--- src/rtl/ps2_pkg.sv ---
// Shared types and constants for the PS/2 keyboard receive path.
package ps2_pkg;

  // Frame sequencer states: wait for start bit, eight data bits, parity, stop.
  typedef enum logic [1:0] {
    IDLE   = 2'd0,
    DATA   = 2'd1,
    PARITY = 2'd2,
    STOP   = 2'd3
  } ps2_state_t;

  // Prefix bytes that modify the following scan code instead of being events.
  localparam logic [7:0] PS2_BREAK = 8'hF0;
  localparam logic [7:0] PS2_EXT   = 8'hE0;

  // One decoded key event as held in the output register.
  typedef struct packed {
    logic [7:0] code;
    logic       brk;
    logic       ext;
  } ps2_event_t;

endpackage

--- src/rtl/ps2_sync_edge.sv ---
// Synchronises the raw PS/2 clock and data lines into the clk domain and
// produces a registered one-cycle pulse on each falling edge of the PS/2
// clock, with the data line delayed to line up with that pulse.
module ps2_sync_edge #(
  parameter int SYNC_STAGES = 2
) (
  input  logic clk,
  input  logic res,
  input  logic ps2_clk,
  input  logic ps2_data,
  output logic fall,
  output logic data_s
);

  logic [SYNC_STAGES-1:0] clk_sync_reg;
  logic [SYNC_STAGES-1:0] data_sync_reg;
  logic                   clk_prev_reg;
  logic                   fall_reg;
  logic                   data_reg;

  // Synchroniser chains; reset to the idle-high bus level so that leaving
  // reset never looks like a falling edge.
  always_ff @(posedge clk) begin
    if (res) begin
      clk_sync_reg  <= '1;
      data_sync_reg <= '1;
    end else begin
      clk_sync_reg  <= {clk_sync_reg[SYNC_STAGES-2:0], ps2_clk};
      data_sync_reg <= {data_sync_reg[SYNC_STAGES-2:0], ps2_data};
    end
  end

  // Falling-edge detect, registered together with the data sample so both
  // arrive in the same cycle.
  always_ff @(posedge clk) begin
    if (res) begin
      clk_prev_reg <= 1'b1;
      fall_reg     <= 1'b0;
      data_reg     <= 1'b1;
    end else begin
      clk_prev_reg <= clk_sync_reg[SYNC_STAGES-1];
      fall_reg     <= clk_prev_reg & ~clk_sync_reg[SYNC_STAGES-1];
      data_reg     <= data_sync_reg[SYNC_STAGES-1];
    end
  end

  assign fall   = fall_reg;
  assign data_s = data_reg;

endmodule

--- src/rtl/ps2_rx_ctrl.sv ---
// PS/2 keyboard frame receiver: frames 11-bit packets, checks start/parity/
// stop, folds E0/F0 prefixes into a single key event and offers it through a
// single-entry valid/ready output register.
module ps2_rx_ctrl
  import ps2_pkg::*;
#(
  parameter int SYNC_STAGES = 2,
  parameter int TIMEOUT_CYC = 100000
) (
  input  logic       clk,
  input  logic       res,
  input  logic       ps2_clk,
  input  logic       ps2_data,
  output logic       ev_valid,
  input  logic       ev_ready,
  output logic [7:0] ev_code,
  output logic       ev_break,
  output logic       ev_ext,
  output logic       err_parity,
  output logic       err_frame,
  output logic       err_overflow
);

  localparam int TO_W = (TIMEOUT_CYC > 2) ? $clog2(TIMEOUT_CYC) : 1;
  localparam logic [TO_W-1:0] TO_LAST = TO_W'(TIMEOUT_CYC - 1);

  logic            fall;
  logic            data_s;
  ps2_state_t      state_reg, state_next;
  logic [2:0]      cnt_reg;
  logic [7:0]      byte_reg;
  logic            parity_reg;
  logic [TO_W-1:0] to_cnt_reg;
  logic            break_pend_reg, ext_pend_reg;
  logic            ev_valid_reg;
  ps2_event_t      ev_reg;
  logic            err_parity_reg, err_frame_reg, err_overflow_reg;

  logic timeout, frame_done, good, set_break, set_ext, new_ev;
  logic set_err_frame, set_err_parity, pop;

  ps2_sync_edge #(.SYNC_STAGES(SYNC_STAGES)) u_sync (
    .clk     (clk),
    .res     (res),
    .ps2_clk (ps2_clk),
    .ps2_data(ps2_data),
    .fall    (fall),
    .data_s  (data_s)
  );

  // State register.
  always_ff @(posedge clk) begin
    if (res) state_reg <= IDLE;
    else     state_reg <= state_next;
  end

  // Next state: advance on PS/2 falling edges, bail to IDLE on timeout.
  always_comb begin
    state_next = state_reg;
    if (timeout) begin
      state_next = IDLE;
    end else if (fall) begin
      case (state_reg)
        IDLE:    if (!data_s) state_next = DATA;
        DATA:    if (cnt_reg == 3'd7) state_next = PARITY;
        PARITY:  state_next = STOP;
        STOP:    state_next = IDLE;
        default: state_next = IDLE;
      endcase
    end
  end

  // Frame verdict and event/error decisions for the current cycle.
  always_comb begin
    timeout        = (state_reg != IDLE) && !fall && (to_cnt_reg == TO_LAST);
    frame_done     = (state_reg == STOP) && fall;
    // Odd parity: data bits plus parity bit must hold an odd number of ones.
    good           = frame_done && data_s && (^{byte_reg, parity_reg});
    set_err_frame  = timeout || (frame_done && !data_s);
    set_err_parity = frame_done && data_s && !(^{byte_reg, parity_reg});
    set_break      = good && (byte_reg == PS2_BREAK);
    set_ext        = good && (byte_reg == PS2_EXT);
    new_ev         = good && !set_break && !set_ext;
    pop            = ev_valid_reg && ev_ready;
  end

  // Frame datapath: bit counter, byte shifter, parity latch, timeout counter.
  always_ff @(posedge clk) begin
    if (res) begin
      cnt_reg    <= 3'd0;
      byte_reg   <= 8'd0;
      parity_reg <= 1'b0;
      to_cnt_reg <= '0;
    end else begin
      if (state_reg == IDLE) cnt_reg <= 3'd0;
      else if (state_reg == DATA && fall) begin
        byte_reg[cnt_reg] <= data_s;
        cnt_reg           <= cnt_reg + 3'd1;
      end
      if (state_reg == PARITY && fall) parity_reg <= data_s;
      if (state_reg == IDLE || fall) to_cnt_reg <= '0;
      else                           to_cnt_reg <= to_cnt_reg + 1'b1;
    end
  end

  // Prefix flags, error pulses and the single-entry output register.
  always_ff @(posedge clk) begin
    if (res) begin
      break_pend_reg   <= 1'b0;
      ext_pend_reg     <= 1'b0;
      err_parity_reg   <= 1'b0;
      err_frame_reg    <= 1'b0;
      err_overflow_reg <= 1'b0;
      ev_valid_reg     <= 1'b0;
      ev_reg           <= '0;
    end else begin
      err_parity_reg   <= set_err_parity;
      err_frame_reg    <= set_err_frame;
      err_overflow_reg <= new_ev && ev_valid_reg && !ev_ready;
      if (set_err_frame || set_err_parity || new_ev) begin
        break_pend_reg <= 1'b0;
        ext_pend_reg   <= 1'b0;
      end else begin
        if (set_break) break_pend_reg <= 1'b1;
        if (set_ext)   ext_pend_reg   <= 1'b1;
      end
      // A full, non-popping register keeps the old event and drops the new.
      if (new_ev && (!ev_valid_reg || pop)) begin
        ev_valid_reg <= 1'b1;
        ev_reg       <= '{code: byte_reg, brk: break_pend_reg, ext: ext_pend_reg};
      end else if (pop) begin
        ev_valid_reg <= 1'b0;
      end
    end
  end

  assign ev_valid     = ev_valid_reg;
  assign ev_code      = ev_valid_reg ? ev_reg.code : 8'd0;
  assign ev_break     = ev_valid_reg & ev_reg.brk;
  assign ev_ext       = ev_valid_reg & ev_reg.ext;
  assign err_parity   = err_parity_reg;
  assign err_frame    = err_frame_reg;
  assign err_overflow = err_overflow_reg;

endmodule

--- config.mk ---
export PLATFORM = sky130hd
export DESIGN_NAME = ps2_rx_ctrl
export DESIGN_NICKNAME = d
export VERILOG_FILES = /design/src/rtl/ps2_pkg.sv /design/src/rtl/ps2_sync_edge.sv /design/src/rtl/ps2_rx_ctrl.sv
export SDC_FILE = /design/constraint.sdc
export NUM_CORES = 1
export LEC_CHECK = 0
export ABC_AREA = 1
export CORE_ASPECT_RATIO = 1.4
export CORE_MARGIN = 5
export CORE_UTILIZATION = 50
export DETAILED_ROUTE_END_ITERATION = 8
export PLACE_DENSITY = 0.75
export SYNTH_ARGS = -nofsm -noshare
export SYNTH_HDL_FRONTEND = slang
export SYNTH_SLANG_ARGS = --single-unit
--- constraint.sdc ---
create_clock -name clk -period 1.85 [get_ports clk]
set_clock_uncertainty 0.1 [all_clocks]
set_input_delay 0.185 -clock clk [delete_from_list [all_inputs] [get_ports clk]]
set_output_delay 0.185 -clock clk [all_outputs]
set_load 0.03 [all_outputs]
# [Word level (Yosys, flattened, before mapping)]
# Index checks and enable logic that the tools add are counted.
[word_totals] reg_bits=54 elab_cells=86 in_bits=5 out_inout_bits=14
[op_classes] n_mux=9 bitwise=5 n_addsub=2 eq_ne=9 reduce_logical=40 order_cmp=2
[op_table] cell="$logic_and A1 B1 Y1" count=18
[op_table] cell="$add A17 B1 Y17 const B" count=1
[op_table] cell="$eq A17 B17 Y1 const B" count=1
[op_table] cell="$eq A8 B8 Y1 const B" count=2
[op_table] cell="$reduce_xor A9 Y1" count=1
[op_table] cell="$bwmux W8" count=1
[op_table] cell="$mux W8" count=1
[op_table] cell="$pmux W2 S4" count=1
[op_table] cell="$reduce_or A2 Y1" count=4
[op_table] cell="$logic_not A1 Y1" count=7
[op_table] cell="$logic_or A1 B1 Y1" count=5
[op_table] cell="$eq A2 B2 Y1 const B" count=2
[op_table] cell="$lt A3 B4 Y1 const B" count=1
[op_table] cell="$mux W2" count=2
[op_table] cell="$ne A2 B2 Y1 const B" count=2
[op_table] cell="$reduce_bool A2 Y1" count=2
[op_table] cell="$add A3 B1 Y3 const B" count=1
[op_table] cell="$and A1 B1 Y1" count=3
[op_table] cell="$demux W1 S3" count=1
[op_table] cell="$eq A3 B3 Y1 const B" count=1
[op_table] cell="$ge A3 B1 Y1 const B" count=1
[op_table] cell="$mux W1" count=3
[op_table] cell="$reduce_and A3 Y1" count=1
[op_table] cell="$eq A2 B1 Y1 const B" count=1
[op_table] cell="other kinds (3)" count=4

# [Depth between registers and ports, before layout]
# Gate-level depths: netlist of the first run.
[logic_depth] word_depth=10 depth_mapped=14 depth_no_buf=13

# [By module]
# A second synthesis of the first run with hierarchy kept.
[hier_totals] cells_unflattened=362 hier_area_um2=2544.9
[by_module_without_submodules] mod="ps2_rx_ctrl" seq_area_each_um2=940.9 area_per_inst_um2=2356.0 n_inst=1 cells_each=346
[by_module_without_submodules] mod="ps2_sync_edge" seq_area_each_um2=140.1 area_per_inst_um2=188.9 n_inst=1 cells_each=16

# [Worst setup path after synthesis of the first run]
# No wires, ideal clock.
[synth_path] kind="register -> register" startpoint="register state_reg[0]" endpoint="register to_cnt_reg[9]" path_buffers=0 required_time_ns=1.692 arrival_ns=1.533 path_stages_with_launch=9 setup_time_ns=0.058 period_less_slack_ns=1.691 slack_ns=0.159 path_cell_list="dfxtp_1 > inv_1 > ha_1 > nor2_1 > inv_1 > nor2_1 > inv_2 > a21oi_1 > o21a_1"
[synth_between] elab_chain_len=3
[synth_lines] item="from (decl)" line="ps2_rx_ctrl.sv:29" source="ps2_state_t state_reg, state_next;"
[synth_lines] item="from (signal assigned)" line="ps2_rx_ctrl.sv:54" source="else state_reg <= state_next;"
[synth_lines] item="$logic_not A2 Y1" line="ps2_rx_ctrl.sv:101" source="if (state_reg == IDLE || fall) to_cnt_reg <= '0;"
[synth_lines] item="$logic_or A1 B1 Y1" line="ps2_rx_ctrl.sv:101"
[synth_lines] item="$reduce_or A2 Y1 (no line)"
[synth_lines] item="to (signal assigned)" line="ps2_rx_ctrl.sv:102" source="else to_cnt_reg <= to_cnt_reg + 1'b1;"
[synth_lines] item="to (decl)" line="ps2_rx_ctrl.sv:33" source="logic [TO_W-1:0] to_cnt_reg;"
# No other way between the ends.
# A chain may end at the register's enable or synchronous reset.

# [Worst setup path in the final report of the first run]
[layout_path] startpoint="register ev_valid_reg, in the netlist ev_valid" endpoint="output port ev_valid"
[layout_lines] item="from (decl)" line="ps2_rx_ctrl.sv:35" source="logic ev_valid_reg;"
[layout_lines] item="from (signal assigned)" line="ps2_rx_ctrl.sv:114" source="ev_valid_reg <= 1'b0;"
[layout_lines] item="from (signal assigned)" line="ps2_rx_ctrl.sv:129" source="ev_valid_reg <= 1'b1;"
[layout_lines] item="from (signal assigned)" line="ps2_rx_ctrl.sv:132" source="ev_valid_reg <= 1'b0;"
[layout_lines] item="to (decl)" line="ps2_rx_ctrl.sv:14" source="output logic ev_valid,"
# No word-level cell between the ends.

==> impl_summary.log, run 1 <==
INFO  metric maxClockFrequency = 0.560 GHz
INFO  metric fp.dieW = 69.8 um
INFO  metric cts_htree_levels = 2
INFO  metric r2r-start = to_cnt_reg[0]$_SDFF_PP0_
INFO  metric timing_worst_setup_path_type = reg -> out
INFO  metric final_area = 0.00299 mm2
INFO  metric final_antenna_net_count = 0
INFO  metric place_hpwl = 3610 um
INFO  metric slew_headroom = 0.676
INFO  metric finalWirelength = 5060 um
INFO  metric num_rows = 30
INFO  metric layout.filler_cells = 457
INFO  metric dr_total_vias = 2261
INFO  metric boundaryPins = 19
INFO  metric period_minus_slack = 1.79 ns
INFO  metric drc = 0
INFO  metric finish.net_count = 403
INFO  metric worstRegToRegCells = 9
INFO  metric cp_cell_sequence = clkdlybuf4s50_1
INFO  metric syn_area_per_cell = 6.96 um2
INFO  metric clock_tree_from_tritoncts = done
INFO  metric area_delta_synth_final = 19.5%
INFO  metric critical-path-slowest-cell = sky130_fd_sc_hd__clkdlybuf4s50_1
INFO  metric timing.hold.ws = 0.309 ns
INFO  metric period_share = 0.965
INFO  metric post_synth_instance_area = 0.00250 mm2
INFO  metric synth_top_cell_by_area = sky130_fd_sc_hd__dfxtp_1
INFO  metric die-height = 93.7 um
INFO  metric final-max-slew-violation-count = 0
INFO  metric hold_start = u_sync.data_sync_reg[0]$_SDFF_PP1_
INFO  metric grt_start_max_net_pins = 21
INFO  metric antenna_found_initial = 0
INFO  metric largest_register_ff_count = 17
INFO  metric synth_enable_flop_cells = 0
INFO  metric async_flop_share = 0
INFO  metric path_buf_inv = 1
INFO  metric synth-warning-count = 0
INFO  metric vdd_ir_drop_max = 0.000490 V
INFO  metric rr_endpoint = to_cnt_reg[16]$_SDFF_PP0_
INFO  metric worstMarginPinSlew = 0.485 ns
INFO  metric synth_top_area_share = 0.432
INFO  metric vias_in_the_first_global_route = 1960
INFO  metric routed_via_density = 4.96
INFO  metric rsz_0062_raised_after_global_routing = yes
INFO  metric r2r_setup_slack = 0.08 ns
INFO  metric hold_viol = 0
INFO  metric drive_gt1_frac = 0.120
INFO  metric core_area = 0.00484 mm2
INFO  metric yosys-top-cells-area = sky130_fd_sc_hd__dfxtp_1, sky130_fd_sc_hd__nand2_1, sky130_fd_sc_hd__inv_1
INFO  metric track_usage = 0.151
INFO  metric final-setup-viol-count = 0
INFO  metric gpl.final_weighted_congestion = 0.809
INFO  metric yosysMostFrequentCell = sky130_fd_sc_hd__nand2_1
INFO  metric crit_path_max_incr_delay = 0.72 ns
INFO  metric crit_path_start_kind = flip-flop
INFO  metric p_leak = 1.34 nW
INFO  metric timing.critical_path.fanout_max = 12
INFO  metric cts_sinks = 54
INFO  metric timing.critical_path.max_delay_family = buffers and inverters
INFO  metric worst_ep_arrival_time = 1.50 ns
INFO  metric powerDensity = 620 mW/mm2
INFO  metric synth.distinct_cells = 28
INFO  metric yosys_register_bits = 54
INFO  metric hold_path_class = reg -> reg
INFO  metric grt_overflow = 0
INFO  metric placed_area = 0.00281 mm2
INFO  metric cts-root-to-sink-buffers = 2
INFO  metric finalSetupTns = 0 ns
INFO  metric drt_first_iter_violations = 121
INFO  metric total_of_buffers_placed_on_input_and_output_ports = 18
INFO  metric start_util = 0.517
INFO  metric grt_first_pass_wirelength = 8150 um
INFO  metric route.detailed.wl_per_inst = 11.1 um
INFO  metric design.die.area = 0.00655 mm2
INFO  metric clock_root_buffer = sky130_fd_sc_hd__clkbuf_8
INFO  metric yosys-top-cells-count = sky130_fd_sc_hd__nand2_1, sky130_fd_sc_hd__inv_1, sky130_fd_sc_hd__nor2_1
INFO  metric required = 1.56 ns
INFO  metric timing.critical_path.to_type = primary output
INFO  metric synth_fp_nets = 372
INFO  metric ctsHoldBuffers = 0
INFO  metric clk_pin_slew_worst_paths = 0.10 ns
INFO  metric worst_skew_pair.late_latency = 0.30 ns
INFO  metric drv_cap = 0
INFO  metric endpoint = ev_valid
INFO  metric cts-buffers-inserted = 5
INFO  metric synthesis.instances = 360
INFO  metric synth.yosys.seq_area_share = 0.432
INFO  metric antenna_cells = 0
INFO  metric synth_ff_type = sky130_fd_sc_hd__dfxtp_1
INFO  metric first_pass_iters = 4
INFO  metric outcome = finished clean
INFO  metric setup.worst_path.start = ev_valid$_SDFFE_PP0P_
INFO  metric worstSetupPathDepth = 1
worst min path at each step:
stage | to | cells past startpoint
2_1_floorplan | u_sync.clk_sync_reg[0]$_SDFF_PP1_ | 1
3_3_place_gp | u_sync.clk_sync_reg[1]$_SDFF_PP1_ | 1
3_5_place_dp | u_sync.clk_sync_reg[1]$_SDFF_PP1_ | 1
4_1_cts | u_sync.data_sync_reg[1]$_SDFF_PP1_ | 1
5_1_grt | u_sync.data_sync_reg[0]$_SDFF_PP1_ | 2
6_report | u_sync.data_sync_reg[1]$_SDFF_PP1_ | 1
cells by family after synthesis:
logic type / count (synthesis) / share of synthesized area
simple gates: 185 / 0.323
buf+inv: 67 / 0.105
flops: 54 / 0.432
compound gates: 45 / 0.0979
fa+ha+maj: 7 / 0.0350
xor+xnor: 2 / 0.00699
routing by layer:
layer / GRT usage / wire length, um / vias to the layer above
met4: 0.0543 / 111 / 0
met1: 0.153 / 2010 / 1017
met2: 0.301 / 2800 / 28
met3: 0.0289 / 140 / 12
li1: - / - / 1204
met5: 0 / 0 / -
cell usage in the layout (no fill, tap or decap), drive strengths merged:
master	count
a21oi	23
a311oi	4
a31oi	2
buf	8
clkbuf	6
clkdlybuf4s50	8
clkinv	2
dfxtp	54
dlygate4sd2	10
ha	7
inv	62
nand2	89
nand3	13
nand4	10
nor2	56
nor3	11
nor4	2
o21a	1
o21ai	15
or2	7
xnor2	1
xor2	1
through the flow:
stage / util / setup WS [ns] / power [mW] / cells
finish: 0.618 / 0.0649 / 1.85 / 456
detailed placement: 0.580 / 0.0875 / 1.24 / 445
floorplan: - / 0.159 / 1.21 / 360
CTS: 0.595 / 0.0411 / 1.88 / 453
global route: 0.618 / -0.0534 / 1.92 / 456
global placement: 0.580 / 0.120 / 1.24 / 445
power breakdown:
part	internal, mW	leakage (nW)	total, mW	switching, mW
clock network	0.268	0.0452	0.645	0.377
logic	0.0198	0.856	0.0396	0.0198
registers	1.17	0.438	1.17	0.00250
layout make-up:
class                   instances  area (um2)  area share
clock buffers                   6        72.6      0.0242
clock inverters                 2        13.8     0.00460
inverters                      62         233      0.0778
multi-input cells             242        1270       0.423
flip-flops and latches         54        1090       0.363
well taps                      64        80.1      0.0268
repair buffers                 26         240      0.0803
timing repair:
item                       in CTS  in global routing
buffers inserted                0                  0
gates resized for setup        11                 18
pin swaps                       0                  1
gates cloned                    0                  3
setup endpoints to repair      11                 21
Power figures use the tool's default switching activity.
==> run 2, diff against run 1 <==
--- a/config.mk
+++ b/config.mk
@@ -14,3 +14,4 @@
 export SYNTH_ARGS = -nofsm -noshare
 export SYNTH_HDL_FRONTEND = slang
 export SYNTH_SLANG_ARGS = --single-unit
+export TNS_END_PERCENT = 30
==> run 2 against run 1 <==
  * Largest cell class unchanged
  * Count of clock-buffer cells in the layout stayed put
  * Via count down 0.93%
  * Non-clock buffer count unchanged
  * Core utilization shrank 0.23 points
  * Critical path depth is the same
  * Sequential power is essentially flat
  * Highest routed layer unchanged
  * Combinational power barely moved
  * Register-to-register slack about the same
  * Die area is the same
  * Critical endpoint unchanged
==> impl_summary.log, run 2 (synthesis results as in run 1) <==
INFO  metric finish.net_count = 403
INFO  metric gpl.final_weighted_congestion = 0.809
INFO  metric timing.critical_path.to_type = primary output
INFO  metric timing_worst_setup_path_type = reg -> out
INFO  metric drc = 0
INFO  metric critical-path-slowest-cell = sky130_fd_sc_hd__clkdlybuf4s50_1
INFO  metric drive_gt1_frac = 0.115
INFO  metric antenna_cells = 0
INFO  metric die-height = 93.7 um
INFO  metric vias_in_the_first_global_route = 1960
INFO  metric rsz_0062_raised_after_global_routing = yes
INFO  metric outcome = finished clean
INFO  metric required = 1.56 ns
INFO  metric period_share = 0.964
INFO  metric design.die.area = 0.00655 mm2
INFO  metric area_delta_synth_final = 19.0%
INFO  metric dr_total_vias = 2240
INFO  metric largest_register_ff_count = 17
INFO  metric cts-root-to-sink-buffers = 2
INFO  metric hold_viol = 0
INFO  metric report.power.total = 1.85 mW
INFO  metric antenna_found_initial = 0
INFO  metric route.detailed.wl_per_inst = 11.0 um
INFO  metric grt_overflow = 0
INFO  metric timing.hold.ws = 0.310 ns
INFO  metric period_minus_slack = 1.78 ns
INFO  metric boundaryPins = 19
INFO  metric worst_skew_pair.late_latency = 0.30 ns
INFO  metric path_buf_inv = 1
INFO  metric timing.critical_path.max_delay_family = buffers and inverters
INFO  metric instances_no_fill = 456
INFO  metric core_area = 0.00484 mm2
INFO  metric start_util = 0.517
INFO  metric met2RoutedLength = 2770 um
INFO  metric top_library_cells_by_usage_in_the_layout_fill_and_taps_aside = sky130_fd_sc_hd__nand2_1, sky130_fd_sc_hd__inv_1, sky130_fd_sc_hd__nor2_1, sky130_fd_sc_hd__dfxtp_1, sky130_fd_sc_hd__a21oi_1
INFO  metric num_rows = 30
INFO  metric p_leak = 1.32 nW
INFO  metric drv_cap = 0
INFO  metric finalWirelength = 5000 um
INFO  metric drt_first_iter_violations = 122
INFO  metric dp_worst_setup_slack = 0.0875 ns
INFO  metric hold_path_class = reg -> reg
INFO  metric finalSetupTns = 0 ns
INFO  metric final_area = 0.00298 mm2
INFO  metric worstMarginPinSlew = 0.486 ns
INFO  metric place_inst = 445
INFO  metric cts-buffers-inserted = 5
INFO  metric vdd_ir_drop_max = 0.000490 V
INFO  metric cts_sinks = 54
INFO  metric post_cts_buffers = 0
INFO  metric clk_pin_slew_worst_paths = 0.10 ns
INFO  metric slew_headroom = 0.675
INFO  metric routed-wl-met3 = 137 um
INFO  metric first_pass_iters = 4
INFO  metric crit_path_max_incr_delay = 0.72 ns
INFO  metric final-setup-viol-count = 0
INFO  metric routed_via_density = 4.91
INFO  metric placed_area = 0.00281 mm2
INFO  metric final-max-slew-violation-count = 0
INFO  metric place_hpwl = 3610 um
INFO  metric clock_root_buffer = sky130_fd_sc_hd__clkbuf_8
INFO  metric ctsHoldBuffers = 0
INFO  metric top_layer_used = met4
INFO  metric track_usage = 0.151
INFO  metric final_core_area_utilization = 0.616
INFO  metric fp.dieW = 69.8 um
INFO  metric worst_ep_arrival_time = 1.50 ns
INFO  metric timing.critical_path.fanout_max = 12
INFO  metric timing.final.ws_setup = 0.0670 ns
INFO  metric cts_htree_levels = 2
INFO  metric grt_start_max_net_pins = 21
INFO  metric met1_length = 2000 um
INFO  metric most_common_cell_after_layout_fill_and_taps_aside = sky130_fd_sc_hd__nand2_1
INFO  metric crit_path_start_kind = flip-flop
INFO  metric final_antenna_net_count = 0
INFO  metric clock_tree_from_tritoncts = done
INFO  metric grt_first_pass_wirelength = 8150 um
INFO  metric cp_cell_sequence = clkdlybuf4s50_1
INFO  metric powerDensity = 621 mW/mm2
INFO  metric total_of_buffers_placed_on_input_and_output_ports = 18
INFO  metric maxClockFrequency = 0.561 GHz
[run 2: changes by cell type in the layout (fill, tap and decap cells not counted)]
cell                     before  now
sky130_fd_sc_hd__ha_1         6    7
sky130_fd_sc_hd__ha_2         1    0
sky130_fd_sc_hd__nor2_1      51   52
sky130_fd_sc_hd__nor2_2       3    2
sky130_fd_sc_hd__nor3_2       3    4
sky130_fd_sc_hd__nor3_4       1    0
[run 2: worst paths after layout]
| path | from | end | slack (ns) | depth (start not counted) |
|---|---|---|---|---|
| hold / removal | u_sync.data_sync_reg[0]$_SDFF_PP1_ | u_sync.data_sync_reg[1]$_SDFF_PP1_ | 0.31 | 1 |
| setup / recovery | ev_valid$_SDFFE_PP0P_ | ev_valid | 0.07 | 1 |
| hold reg to reg | u_sync.data_sync_reg[0]$_SDFF_PP1_ | u_sync.data_sync_reg[1]$_SDFF_PP1_ | 0.31 | 1 |
| setup reg to reg | to_cnt_reg[0]$_SDFF_PP0_ | to_cnt_reg[16]$_SDFF_PP0_ | 0.09 | 9 |
[run 2: area by class of cell]
cell class              instances  area, um2
fillers                       455       1860
multi-input cells             242       1260
flip-flops and latches         54       1090
repair buffers                 26        240
inverters                      62        233
well taps                      64       80.1
clock buffers                   6       72.6
clock inverters                 2       13.8
[run 2: repair_timing]
action	CTS	global route
pin swaps	0	1
gates cloned	0	3
resized for setup	11	15
setup endpoints to repair	11	21
[run 2: power by group]
group	total (mW)	leakage, nW	switching (mW)	internal [mW]
registers	1.17	0.438	0.00245	1.17
clock network	0.641	0.0452	0.373	0.268
logic	0.0394	0.841	0.0197	0.0197
[run 2: metal layers]
layer  track usage  up-vias
li1              -     1201
met2         0.301       27
met1         0.153     1002
met4        0.0543        0
met5             0        -
met3        0.0289       10
